$ cat src/rtl/decode_branch_unit.sv
// IF/ID pipeline register plus B/BR branch resolution. Resolution outputs are combinational from IF/ID, so a redirect reaches Fetch in the same cycle.
// IF/ID freezes on hold or on a flag stall, loads a bubble after a redirect, and otherwise captures Fetch every cycle.
module decode_branch_unit (
    input  logic        clk,
    input  logic        rst,
    input  logic        hold,
    input  logic        flags_ready,
    input  logic [15:0] PC_curr,
    input  logic [15:0] PC_next,
    input  logic [15:0] PC_inst,
    input  logic [1:0]  prediction,
    input  logic [15:0] predicted_target,
    input  logic [2:0]  flags,
    input  logic [15:0] rs_data,
    output logic [15:0] IF_ID_PC_curr,
    output logic [15:0] IF_ID_PC_next,
    output logic [15:0] IF_ID_inst,
    output logic [1:0]  IF_ID_prediction,
    output logic        IF_ID_valid,
    output logic        is_branch,
    output logic        actual_taken,
    output logic        wen_BTB,
    output logic        wen_BHT,
    output logic        update_PC,
    output logic        stall_req,
    output logic [15:0] actual_target,
    output logic [15:0] branch_cnt,
    output logic [15:0] mispredict_cnt
);

    logic [15:0] if_id_pred_target;
    logic [3:0]  opcode;
    logic [2:0]  ccc;
    logic        flag_z;
    logic        flag_v;
    logic        flag_n;
    logic        cond_true;
    logic        resolved;
    logic        target_miss;
    logic [15:0] branch_target;

    assign opcode = IF_ID_inst[15:12];
    assign ccc    = IF_ID_inst[11:9];
    assign flag_z = flags[2];
    assign flag_v = flags[1];
    assign flag_n = flags[0];

    always_comb begin
        cond_true = 1'b0;
        case (ccc)
            3'b000:  cond_true = ~flag_z;
            3'b001:  cond_true = flag_z;
            3'b010:  cond_true = ~flag_z & ~flag_n;
            3'b011:  cond_true = flag_n;
            3'b100:  cond_true = flag_z | (~flag_z & ~flag_n);
            3'b101:  cond_true = flag_n | flag_z;
            3'b110:  cond_true = flag_v;
            default: cond_true = 1'b1;
        endcase
    end

    // B offsets are in halfwords relative to the fall-through PC; BR jumps to the register value.
    assign branch_target = (opcode == 4'hC)
                         ? IF_ID_PC_next + {{6{IF_ID_inst[8]}}, IF_ID_inst[8:0], 1'b0}
                         : rs_data;

    // Gating with rst keeps every resolution output low while reset is asserted.
    assign is_branch     = rst & IF_ID_valid & ((opcode == 4'hC) | (opcode == 4'hD));
    assign stall_req     = is_branch & ~flags_ready & (ccc != 3'b111);
    assign resolved      = is_branch & ~hold & (flags_ready | (ccc == 3'b111));
    assign actual_taken  = is_branch & cond_true;
    assign actual_target = actual_taken ? branch_target : IF_ID_PC_next;
    assign target_miss   = if_id_pred_target != branch_target;
    assign wen_BHT       = resolved;
    assign wen_BTB       = resolved & actual_taken & target_miss;
    assign update_PC     = resolved & ((IF_ID_prediction[1] != actual_taken) | (actual_taken & target_miss));

    always_ff @(posedge clk) begin
        if (!rst) begin
            IF_ID_PC_curr     <= '0;
            IF_ID_PC_next     <= '0;
            IF_ID_inst        <= '0;
            IF_ID_prediction  <= '0;
            if_id_pred_target <= '0;
            IF_ID_valid       <= 1'b0;
        end else if (hold || stall_req) begin
            IF_ID_valid <= IF_ID_valid;
        end else if (update_PC) begin
            // Squash the wrong-path instruction Fetch delivered this cycle.
            IF_ID_PC_curr     <= '0;
            IF_ID_PC_next     <= '0;
            IF_ID_inst        <= 16'h0000;
            IF_ID_prediction  <= '0;
            if_id_pred_target <= '0;
            IF_ID_valid       <= 1'b0;
        end else begin
            IF_ID_PC_curr     <= PC_curr;
            IF_ID_PC_next     <= PC_next;
            IF_ID_inst        <= PC_inst;
            IF_ID_prediction  <= prediction;
            if_id_pred_target <= predicted_target;
            IF_ID_valid       <= 1'b1;
        end
    end

    always_ff @(posedge clk) begin
        if (!rst) begin
            branch_cnt     <= '0;
            mispredict_cnt <= '0;
        end else begin
            if (resolved && branch_cnt != 16'hFFFF) begin
                branch_cnt <= branch_cnt + 16'd1;
            end
            if (update_PC && mispredict_cnt != 16'hFFFF) begin
                mispredict_cnt <= mispredict_cnt + 16'd1;
            end
        end
    end

endmodule

$ cat config.mk
export PLATFORM = sky130hd
export DESIGN_NAME = decode_branch_unit
export DESIGN_NICKNAME = d
export VERILOG_FILES = /design/src/rtl/decode_branch_unit.sv
export SDC_FILE = /design/constraint.sdc
export NUM_CORES = 1
export LEC_CHECK = 0
export BUFFER_PORTS_ARGS = -buffer_cell sky130_fd_sc_hd__buf_2
export CAP_MARGIN = 20
export CELL_PAD_IN_SITES_DETAIL_PLACEMENT = 0
export CELL_PAD_IN_SITES_GLOBAL_PLACEMENT = 1
export CORE_MARGIN = 2
export CORE_UTILIZATION = 40
export CTS_BUF_LIST = sky130_fd_sc_hd__clkbuf_16
export CTS_CLUSTER_SIZE = 28
export DETAILED_ROUTE_END_ITERATION = 8
export PLACE_DENSITY = 0.86
export SKIP_LAST_GASP = 1
export SLEW_MARGIN = 20
export SYNTH_ARGS = -nofsm -noshare
export SYNTH_HDL_FRONTEND = slang
export SYNTH_SLANG_ARGS = --single-unit
$ cat constraint.sdc
create_clock -name clk -period 10.7 [get_ports clk]
set_input_delay 1.605 -clock clk [delete_from_list [all_inputs] [get_ports clk]]
set_output_delay 1.605 -clock clk [all_outputs]
set_load 0.01 [all_outputs]
==> reports/results.tsv, run 1 <==
stage	metric	value	unit
job	maxcap violations	0	
sta	setup TNS	0	ns
yosys	dominant cells by area after synthesis	dfxtp_1 34%, a22o_1 10%, nand2_1 4.3%	
sta	Worst Tran Pin Value	0.920	ns
setup_path	crit path to	wen_BTB	
global_route	GRT Overall Usage	20.8	%
clocking	Post CTS Setup Buffer Count	0	
setup_path	R2R Path Start	IF_ID_PC_next[1]$_SDFFE_PN0N_	
global_route	largest net degree at the start of global routing	67	
pwr	Peak VDD IR	0.0000747	V
sta	worst setup margin	4.67	ns
floorplan	FP Rows	43	
clocking	TritonCTS clock tree	yes	
pwr	Pwr Density	122	nW/µm²
global_route	initial antenna violation count	0	
clocking	worst skew pair latency	0.36	ns
yosys	Post-Synthesis Cells	680	
floorplan	core box area	14000	µm²
sta	f_max	0.166	GHz
global_route	GRT overflow	0	
status	outcome	complete, no violations	
drt	drt wl/cell	16.1	µm
clocking	Clk pin slew, worst setup/hold paths	0.07	ns
yosys	top-area cell type share of the netlist area	34.2	%
yosys	register bit total from synthesis	99	
yosys	sequential area share after synthesis	34.2	%
global_route	global-route wire length before repair	26600	µm
floorplan	Die W	124	µm
sta	endpoints failing setup	0	
sta	Hold Fails Final Rpt	0	
global_route	vias in the first global route	5190	
clocking	Resize count post-CTS	0	
clocking	CTS Sinks	99	
sta	Slew HR	37.1	%
min_path	Hold Crit Class	reg -> reg	
yosys	Most used DFF post-synth	dfxtp_1	
min_path	hold wc startpoint	IF_ID_valid$_SDFFE_PN0N_	
sta	Final min period	6.03	ns
yosys	Mapped Area	5800	µm²
setup_path	FF-to-FF setup slack	6.19	ns
cells_and_area	commonest non-fill, non-tap cell in the layout	buf_2	
pwr	Leakage	3.20	nW
cells_and_area	layout cells sized above 1	27.2	%
clocking	Root Buffer	clkbuf_16	
place	PortBufs	193	
cells_and_area	non-filler cells, final	1033	
drt	Starting DRT DRC Count	460	
floorplan	overall die height	124	µm
place	Inst Count DP	1017	
floorplan	Starting Density	41.3	%
sta	final slew viol count	0	
clocking	Clock Tree Buf Depth	2	
cells_and_area	ANT cells	0	
cells_and_area	most frequent cells in the layout	193 x buf_2, 99 x dfxtp_1, 67 x nand2_1	
drt	Antenna Violating Nets Remaining	0	
yosys	Mapped Nets	786	
setup_path	worst reg2reg endpoint	IF_ID_PC_curr[1]$_SDFFE_PN0N_	
setup_path	FF-to-FF path depth	13	
setup_path	Setup crit start kind	input pin	
yosys	cell taking the most area after synthesis	dfxtp_1	
setup_path	Setup crit end kind	output port	
floorplan	# IOs	194	
min_path	hold path depth	2	
setup_path	crit path max fanout	2	
setup_path	WP data arrival	4.42	ns
drt	final WL	16700	µm
cells_and_area	final net count	954	
pwr	total power	0.868	mW
clocking	CTS Buf Count	9	
setup_path	required time of the critical path	9.10	ns
floorplan	area of the die	15500	µm²
sta	RSZ-0062 raised after global routing	no	
drt	drt pass-1 iters	5	
yosys	asr flop ratio synth	0	%
cells_and_area	area grow syn2layout	23.1	%
yosys	library cells used by synthesis	67	
place	pre-CTS WS	4.78	ns
drt	vias per inst	5.58	
sta	final setup skew	0.0112	ns
setup_path	Crit. Startpoint	rs_data[10]	
clocking	CTS H-Tree Depth	3	
clocking	cts-stage hold buffer count	0	
setup_path	Crit Path Category	in -> out	
yosys	synth warn	0	
drt	remaining routing DRC violations	0	
place	HPWL reported at the end of detailed placement	12300	µm
place	GP Congestion	0.871	
sta	Final period util	56.3	%
drt	Via Count	5768	
yosys	EDFF count, synth	0	
yosys	Syn Area/Cell	8.53	µm²
[kinds of logic (layout without fill, tap and decap cells)]
logic type	after synthesis	in the layout	share of synthesized area, %
adder cells (fa/ha/maj)	17	17	3.80
flip-flops	99	99	34.2
AO/OA/AOI/OAI	196	196	25.4
XOR/XNOR	35	35	5.78
multiplexers	13	13	2.42
AND/OR/NAND/NOR	263	263	23.5
buffers and inverters	57	230	4.90
[layer usage]
| layer | track usage, % | vias to the layer above | share of wire, % |
|---|---|---|---|
| li1 | - | 2896 | - |
| met1 | 27.8 | 2661 | 46 |
| met2 | 33.1 | 188 | 46 |
| met3 | 5.58 | 23 | 6.2 |
| met4 | 5.82 | 0 | 1.8 |
| met5 | 0 | - | 0 |
[flip-flops by register name, indices dropped and copies added (netlist names)]
register,flops
IF_ID_PC_curr,16
IF_ID_PC_next,16
IF_ID_inst,16
branch_cnt,16
if_id_pred_target,16
mispredict_cnt,16
IF_ID_prediction,2
IF_ID_valid,1
[worst max-delay path: stages]
cell,delay [ns]
buf_2,0.11
xor2_1,0.19
nor2_1,0.13
nor2_1,0.04
or4_1,0.52
nor4_1,0.27
nand3b_1,0.10
a2111oi_0,0.80
nand4bb_1,0.24
and3_1,0.26
buf_2,0.14
[report_power, final]
group / internal [mW] / switching, mW / total [mW]
clock network: 0.183 / 0.149 / 0.332
logic: 0.0631 / 0.0737 / 0.137
registers: 0.383 / 0.0162 / 0.400
total: 0.629 / 0.239 / 0.868
[how the worst min path moves through the flow]
stage / to
floorplan: if_id_pred_target[12]$_SDFFE_PN0N_
finish: IF_ID_valid$_SDFFE_PN0N_
global placement: IF_ID_PC_curr[15]$_SDFFE_PN0N_
CTS: IF_ID_valid$_SDFFE_PN0N_
global route: IF_ID_valid$_SDFFE_PN0N_
detailed placement: IF_ID_PC_curr[11]$_SDFFE_PN0N_
[through the flow]
step | util [%] | area [µm²] | hold WS [ns]
after floorplan | - | 5800 | 0.459
after global placement | 48.7 | 6840 | 0.457
after detailed placement | 48.7 | 6840 | 0.458
after CTS | 50.8 | 7140 | 0.476
after global routing | 50.8 | 7140 | 0.499
final | 50.8 | 7140 | 0.468
[cells in the mapped netlist, types with 3 or more instances]
cell and count:
o22ai_1 3, or4_1 8, a22o_1 66, a2111oi_0 5
ha_1 16, nand2_1 67, a221oi_1 3, buf_8 5
mux2i_1 8, o31ai_1 5, nor2_1 53, nand2b_1 8
nor3b_1 5, xor2_1 20, nand4_1 18, nand3_1 21
dfxtp_1 99, nor3_1 14, o31a_1 3, a31oi_1 11
nor4b_1 3, inv_1 14, nor4_1 11, mux2_2 4
and3_1 14, buf_2 8, clkbuf_1 27, nor4bb_1 3
a221o_1 3, nor2b_1 13, or3_1 10, or2_2 3
o211ai_1 8, o21a_1 6, a21o_1 5, xnor2_1 13
a21oi_1 36, o21ai_0 20, a211oi_1 4
[cell type report]
cell class,count,area (µm²)
Sequential cell,99,1980
Clock inverter,7,75.1
Fill cell,1453,6900
Inverter,14,52.6
Timing Repair Buffer,200,1020
Multi-Input combinational cell,524,3560
Tap cell,180,225
Clock buffer,9,225
(Power assumes the default switching activity.)
==> run 2, diff against run 1 <==
ABC_AREA = 1   (was default)
CORE_UTILIZATION = 32   (was 40)
PLACE_DENSITY = 0.77   (was 0.86)
clock period = 5 ns   (was 10.7 ns; I/O delays follow)
==> run 2 against run 1 <==
Combinational power grew 110%. Utilization fell by 11 points. Register-to-register slack worse by 4.7 ns. Global-route usage down 1.4 points. Via count increased by 15%. Critical path type is now reg -> out. Critical endpoint is now update_PC. Largest cell class unchanged. Highest routed layer is now met5.
==> reports/results.tsv, run 2 <==
stage	metric	value	unit
floorplan	overall die height	144	µm
drt	remaining routing DRC violations	0	
floorplan	# IOs	194	
yosys	EDFF count, synth	0	
clocking	Root Buffer	clkbuf_16	
yosys	library cells used by synthesis	46	
floorplan	FP Rows	51	
setup_path	WP data arrival	3.26	ns
drt	drt pass-1 iters	5	
sta	RSZ-0062 raised after global routing	no	
clocking	CTS H-Tree Depth	3	
yosys	synth warn	0	
clocking	Clock Tree Buf Depth	2	
place	PortBufs	193	
global_route	global-route wire length before repair	31400	µm
yosys	Most used DFF post-synth	dfxtp_1	
cells_and_area	Design Area, Final	7620	µm²
cells_and_area	number of fill cells in the layout	2157	
sta	Slew HR	43.1	%
cells_and_area	ANT cells	0	
cells_and_area	final net count	1248	
drt	Via Count	6636	
clocking	TritonCTS clock tree	yes	
global_route	initial antenna violation count	3	
clocking	Post CTS Setup Buffer Count	0	
status	outcome	complete, no violations	
sta	Final period util	80.2	%
sta	f_max	0.249	GHz
setup_path	Setup crit end kind	output port	
setup_path	FF-to-FF setup slack	1.53	ns
yosys	register bit total from synthesis	99	
cells_and_area	layout cells sized above 1	22.3	%
floorplan	area of the die	20700	µm²
sta	Final min period	4.01	ns
cells_and_area	commonest non-fill, non-tap cell in the layout	nand2_1	
global_route	GR Util met2	30.6	%
sta	final setup skew	0.0117	ns
global_route	met1 Use GR	26.3	%
yosys	top-area cell type share of the netlist area	31.7	%
global_route	largest net degree at the start of global routing	66	
drt	Starting DRT DRC Count	285	
cells_and_area	most frequent cells in the layout	333 x nand2_1, 192 x buf_2, 121 x inv_1	
yosys	list of most frequent post-synthesis cells	333 x nand2_1, 118 x inv_1, 99 x dfxtp_1	
pwr	Pwr Density	246	nW/µm²
floorplan	Die W	144	µm
yosys	cell taking the most area after synthesis	dfxtp_1	
clocking	worst skew pair latency	0.35	ns
sta	Hold Fails Final Rpt	0	
yosys	asr flop ratio synth	0	%
clocking	Clk pin slew, worst setup/hold paths	0.07	ns
pwr	Leakage	3.97	nW
place	GP Congestion	0.845	
global_route	GRT overflow	0	
yosys	Post-Synthesis Cells	974	
global_route	vias in the first global route	6069	
drt	final WL	20000	µm
job	maxcap violations	0	
sta	setup TNS	0	ns
clocking	cts-stage hold buffer count	0	
drt	Antenna Violating Nets Remaining	0	
cells_and_area	area grow syn2layout	21.9	%
setup_path	Crit Path Category	reg -> out	
yosys	sequential area share after synthesis	31.7	%
clocking	Resize count post-CTS	0	
drt	drt wl/cell	14.1	µm
setup_path	required time of the critical path	4.25	ns
sta	endpoints failing setup	0	
yosys	Syn Area/Cell	6.42	µm²
place	dpl cell area	7320	µm²
clocking	CTS Buf Count	9	
sta	final slew viol count	0	
yosys	Mapped Nets	1080	
floorplan	core box area	19300	µm²
sta	hold slack	0.449	ns
setup_path	Setup crit start kind	register	
global_route	met3 usage	5.16	%
floorplan	Starting Density	32.3	%
yosys	top-count cell post-synth	nand2_1	
sta	Worst Tran Pin Value	0.851	ns
pwr	Peak VDD IR	0.000172	V
yosys	Mapped Area	6250	µm²
yosys	dominant cells by area after synthesis	dfxtp_1 32%, nand2_1 20%, nand4_1 8.5%	
place	HPWL reported at the end of detailed placement	14700	µm
min_path	Hold Crit Class	reg -> reg	
global_route	GR peak layer	met2	
global_route	GRT Overall Usage	19.4	%
setup_path	crit path max fanout	32	
clocking	CTS Sinks	99	
drt	vias per inst	4.70	
-- run 2: cell count changes in the layout (fill, tap and decap cells not counted), moves of 16 or more --
cell     before  now
xor2_1       20    2
nand2_1      67  333
nor2_1       52   68
nand3_1      21   73
a22o_1       66    0
nand4_1      18   85
inv_1        14  121
-- run 2: through the flow --
| step | std cells | setup WS [ns] | total power, mW | utilization (%) |
|---|---|---|---|---|
| global placement | 1396 | 1.37 | 1.15 | 37.9 |
| floorplan | 974 | 1.89 | 1.04 | - |
| CTS | 1411 | 0.960 | 1.90 | 39.4 |
| global route | 1411 | 0.529 | 1.97 | 39.4 |
| finish | 1411 | 0.989 | 1.88 | 39.4 |
| detailed placement | 1396 | 1.35 | 1.15 | 37.9 |
-- run 2: cells by family after synthesis --
group / after synthesis / share of synthesized area, %
buffers and inverters: 170 / 12.2
AO/OA/AOI/OAI: 60 / 5.61
XOR/XNOR: 5 / 0.701
flip-flops: 99 / 31.7
AND/OR/NAND/NOR: 623 / 46.2
adder cells (fa/ha/maj): 17 / 3.52
-- run 2: final cells by class --
cell class              count  area [µm²]  area share, %
flip-flops and latches     99        1980           26.0
clock inverters             6        75.1          0.985
repair buffers            197         998           13.1
clock buffers               9         225           2.96
multi-input cells         705        3520           46.2
well taps                 265         332           4.35
inverters                 130         488           6.40
-- run 2: worst paths after layout --
check	from	end	cells after the start
max	IF_ID_PC_next[1]$_SDFFE_PN0N_	update_PC	20
min	IF_ID_PC_curr[0]$_SDFFE_PN0N_	IF_ID_PC_curr[0]$_SDFFE_PN0N_	2
max reg2reg	IF_ID_PC_next[1]$_SDFFE_PN0N_	IF_ID_inst[6]$_SDFFE_PN0N_	20
min reg2reg	IF_ID_PC_curr[0]$_SDFFE_PN0N_	IF_ID_PC_curr[0]$_SDFFE_PN0N_	2
-- run 2: worst max-delay path, cell delays in order (launching register included) --
cell	delay, ns
dfxtp_1	0.38
ha_1	0.21
inv_1	0.06
fa_1	0.38
inv_1	0.10
nand3_1	0.11
nand2_2	0.12
nand2_1	0.05
nand3_1	0.16
nand2_1	0.07
nand2_1	0.06
nand2_1	0.04
nor2_1	0.09
nand2_1	0.06
nor2_1	0.14
nand2_1	0.10
nor2_4	0.13
nand3_4	0.33
nand2_1	0.16
inv_1	0.04
buf_2	0.13
-- run 2: report_power, final --
part | internal, mW | switching, mW
logic | 0.111 | 0.171
clock network | 0.430 | 0.313
registers | 0.820 | 0.0318
-- run 2: metal layers --
layer  vias up  routed length (µm)
li1       3504                   -
met2       156                8900
met4         4                 281
met3        24                1220
met5         -                  21
met1      2948                9530
==> run 3, diff against run 2 <==
CORE_UTILIZATION = 35   (was 32)
PLACE_DENSITY = 0.8   (was 0.77)
clock period = 4.1 ns   (was 5 ns; I/O delays follow)
==> run 3 against run 2 <==
Sequential power up 22%. Cell area up 0.16%. Utilization up 4.6 points. Worst setup slack worse by 0.61 ns.
==> reports/results.tsv, run 3 (same netlist as run 2, synthesis figures left out) <==
stage	metric	value	unit
clocking	Post CTS Setup Buffer Count	0	
floorplan	FP Rows	48	
floorplan	overall die height	138	µm
cells_and_area	commonest non-fill, non-tap cell in the layout	nand2_1	
clocking	TritonCTS clock tree	yes	
cells_and_area	Design Area, Final	7630	µm²
drt	Via Count	6620	
global_route	vias in the first global route	6032	
drt	vias per inst	4.82	
clocking	Clk pin slew, worst setup/hold paths	0.07	ns
drt	drt pass-1 iters	4	
place	GP Congestion	0.824	
setup_path	Slowest cell on crit path	dfxtp_1	
setup_path	Setup crit start kind	register	
setup_path	Top delay family on crit path	simple AND/OR/NAND/NOR gates	
sta	Slew HR	27.6	%
setup_path	required time of the critical path	3.48	ns
setup_path	crit path max fanout	16	
floorplan	core box area	17400	µm²
sta	endpoints failing setup	0	
sta	setup TNS	0	ns
sta	Hold Fails Final Rpt	0	
pwr	Peak VDD IR	0.000220	V
setup_path	WP data arrival	3.10	ns
clocking	cts-stage hold buffer count	0	
sta	Final min period	3.72	ns
setup_path	Crit path largest cell delay	0.37	ns
sta	f_max	0.269	GHz
global_route	global-route wire length before repair	30600	µm
place	PortBufs	193	
cells_and_area	final net count	1250	
clocking	CTS H-Tree Depth	3	
drt	Starting DRT DRC Count	449	
setup_path	CP Cell Sequence	ha_1, inv_1, fa_1, inv_1, nand3_1, nand2_2, nand2_1, nand3_1, nand2_1, nand2_1, nand2_1, nor2_1, nand2_1, nor2_1, nand2_1, nor2_4, nand3_4, nand2_1, inv_1, buf_2	
global_route	GRT overflow	0	
setup_path	FF-to-FF setup slack	0.78	ns
clocking	CTS Sinks	99	
clocking	worst skew pair latency	0.35	ns
pwr	Leakage	3.98	nW
place	dpl cell area	7290	µm²
pwr	Pwr Density	310	nW/µm²
drt	drt wl/cell	14.4	µm
floorplan	# IOs	194	
clocking	Resize count post-CTS	0	
drt	remaining routing DRC violations	0	
setup_path	Crit Path Category	reg -> out	
global_route	initial antenna violation count	3	
job	maxcap violations	0	
floorplan	area of the die	18900	µm²
cells_and_area	layout cells sized above 1	22.8	%
setup_path	CP most frequent cell	nand2_1	
sta	Worst Tran Pin Value	1.09	ns
setup_path	Buf/Inv on CP	4	
clocking	Clock Tree Buf Depth	2	
sta	worst setup margin	0.382	ns
drt	Antenna Violating Nets Remaining	0	
min_path	Hold Crit Class	reg -> reg	
place	pre-CTS WS	0.691	ns
status	outcome	complete, no violations	
cells_and_area	area grow syn2layout	22.1	%
sta	hold slack	0.450	ns
sta	RSZ-0062 raised after global routing	no	
sta	final slew viol count	0	
global_route	largest net degree at the start of global routing	99	
cells_and_area	most frequent cells in the layout	333 x nand2_1, 192 x buf_2, 118 x inv_1	
floorplan	Die W	138	µm
drt	final WL	19800	µm
clocking	CTS Buf Count	9	
clocking	Root Buffer	clkbuf_16	
floorplan	Starting Density	36.0	%
sta	final setup skew	0.00700	ns
sta	Final period util	90.7	%
setup_path	Setup crit end kind	output port	
global_route	GRT Overall Usage	20.8	%
place	HPWL reported at the end of detailed placement	14500	µm
-- run 3: final cells by class --
cell class	count	area [µm²]
Fill cell	1868	9730
Multi-Input combinational cell	706	3530
Sequential cell	99	1980
Timing Repair Buffer	198	1020
Inverter	130	488
Tap cell	225	282
Clock buffer	9	225
Clock inverter	6	105
Antenna cell	1	2.50
-- run 3: path summary, 6_finish.rpt --
kind	end	start	depth (start not counted)
setup / recovery	update_PC	IF_ID_PC_next[1]$_SDFFE_PN0N_	20
hold / removal	IF_ID_PC_curr[6]$_SDFFE_PN0N_	IF_ID_PC_curr[6]$_SDFFE_PN0N_	2
hold reg to reg	IF_ID_PC_curr[6]$_SDFFE_PN0N_	IF_ID_PC_curr[6]$_SDFFE_PN0N_	2
setup reg to reg	IF_ID_inst[8]$_SDFFE_PN0N_	IF_ID_PC_next[1]$_SDFFE_PN0N_	20
-- run 3: tightest hold or removal path, delay by kind of cell, from the launching register on --
kind	cells	cell delay (ns)
simple gates	2	0.10
flops	1	0.31
-- run 3: stage by stage --
stage,power (mW),instances,utilization (%)
3_3_place_gp,1.41,1357,42.0
5_1_grt,2.47,1374,44.0
2_1_floorplan,1.26,974,-
3_5_place_dp,1.41,1357,42.0
6_report,2.36,1374,44.0
4_1_cts,2.39,1372,43.9
-- run 3: metal layers --
| metal | track usage, % | vias up | share of wire (%) |
|---|---|---|---|
| li1 | - | 3518 | - |
| met1 | 26.9 | 2910 | 45 |
| met2 | 33.7 | 161 | 46 |
| met3 | 5.19 | 27 | 6.8 |
| met4 | 7.04 | 4 | 1.8 |
| met5 | 0 | - | 0.14 |
-- run 3: where the power goes --
group          switching, mW  internal (mW)  total [mW]
logic                  0.208          0.137       0.345
clock network          0.389          0.590       0.980
registers             0.0385           1.00        1.04
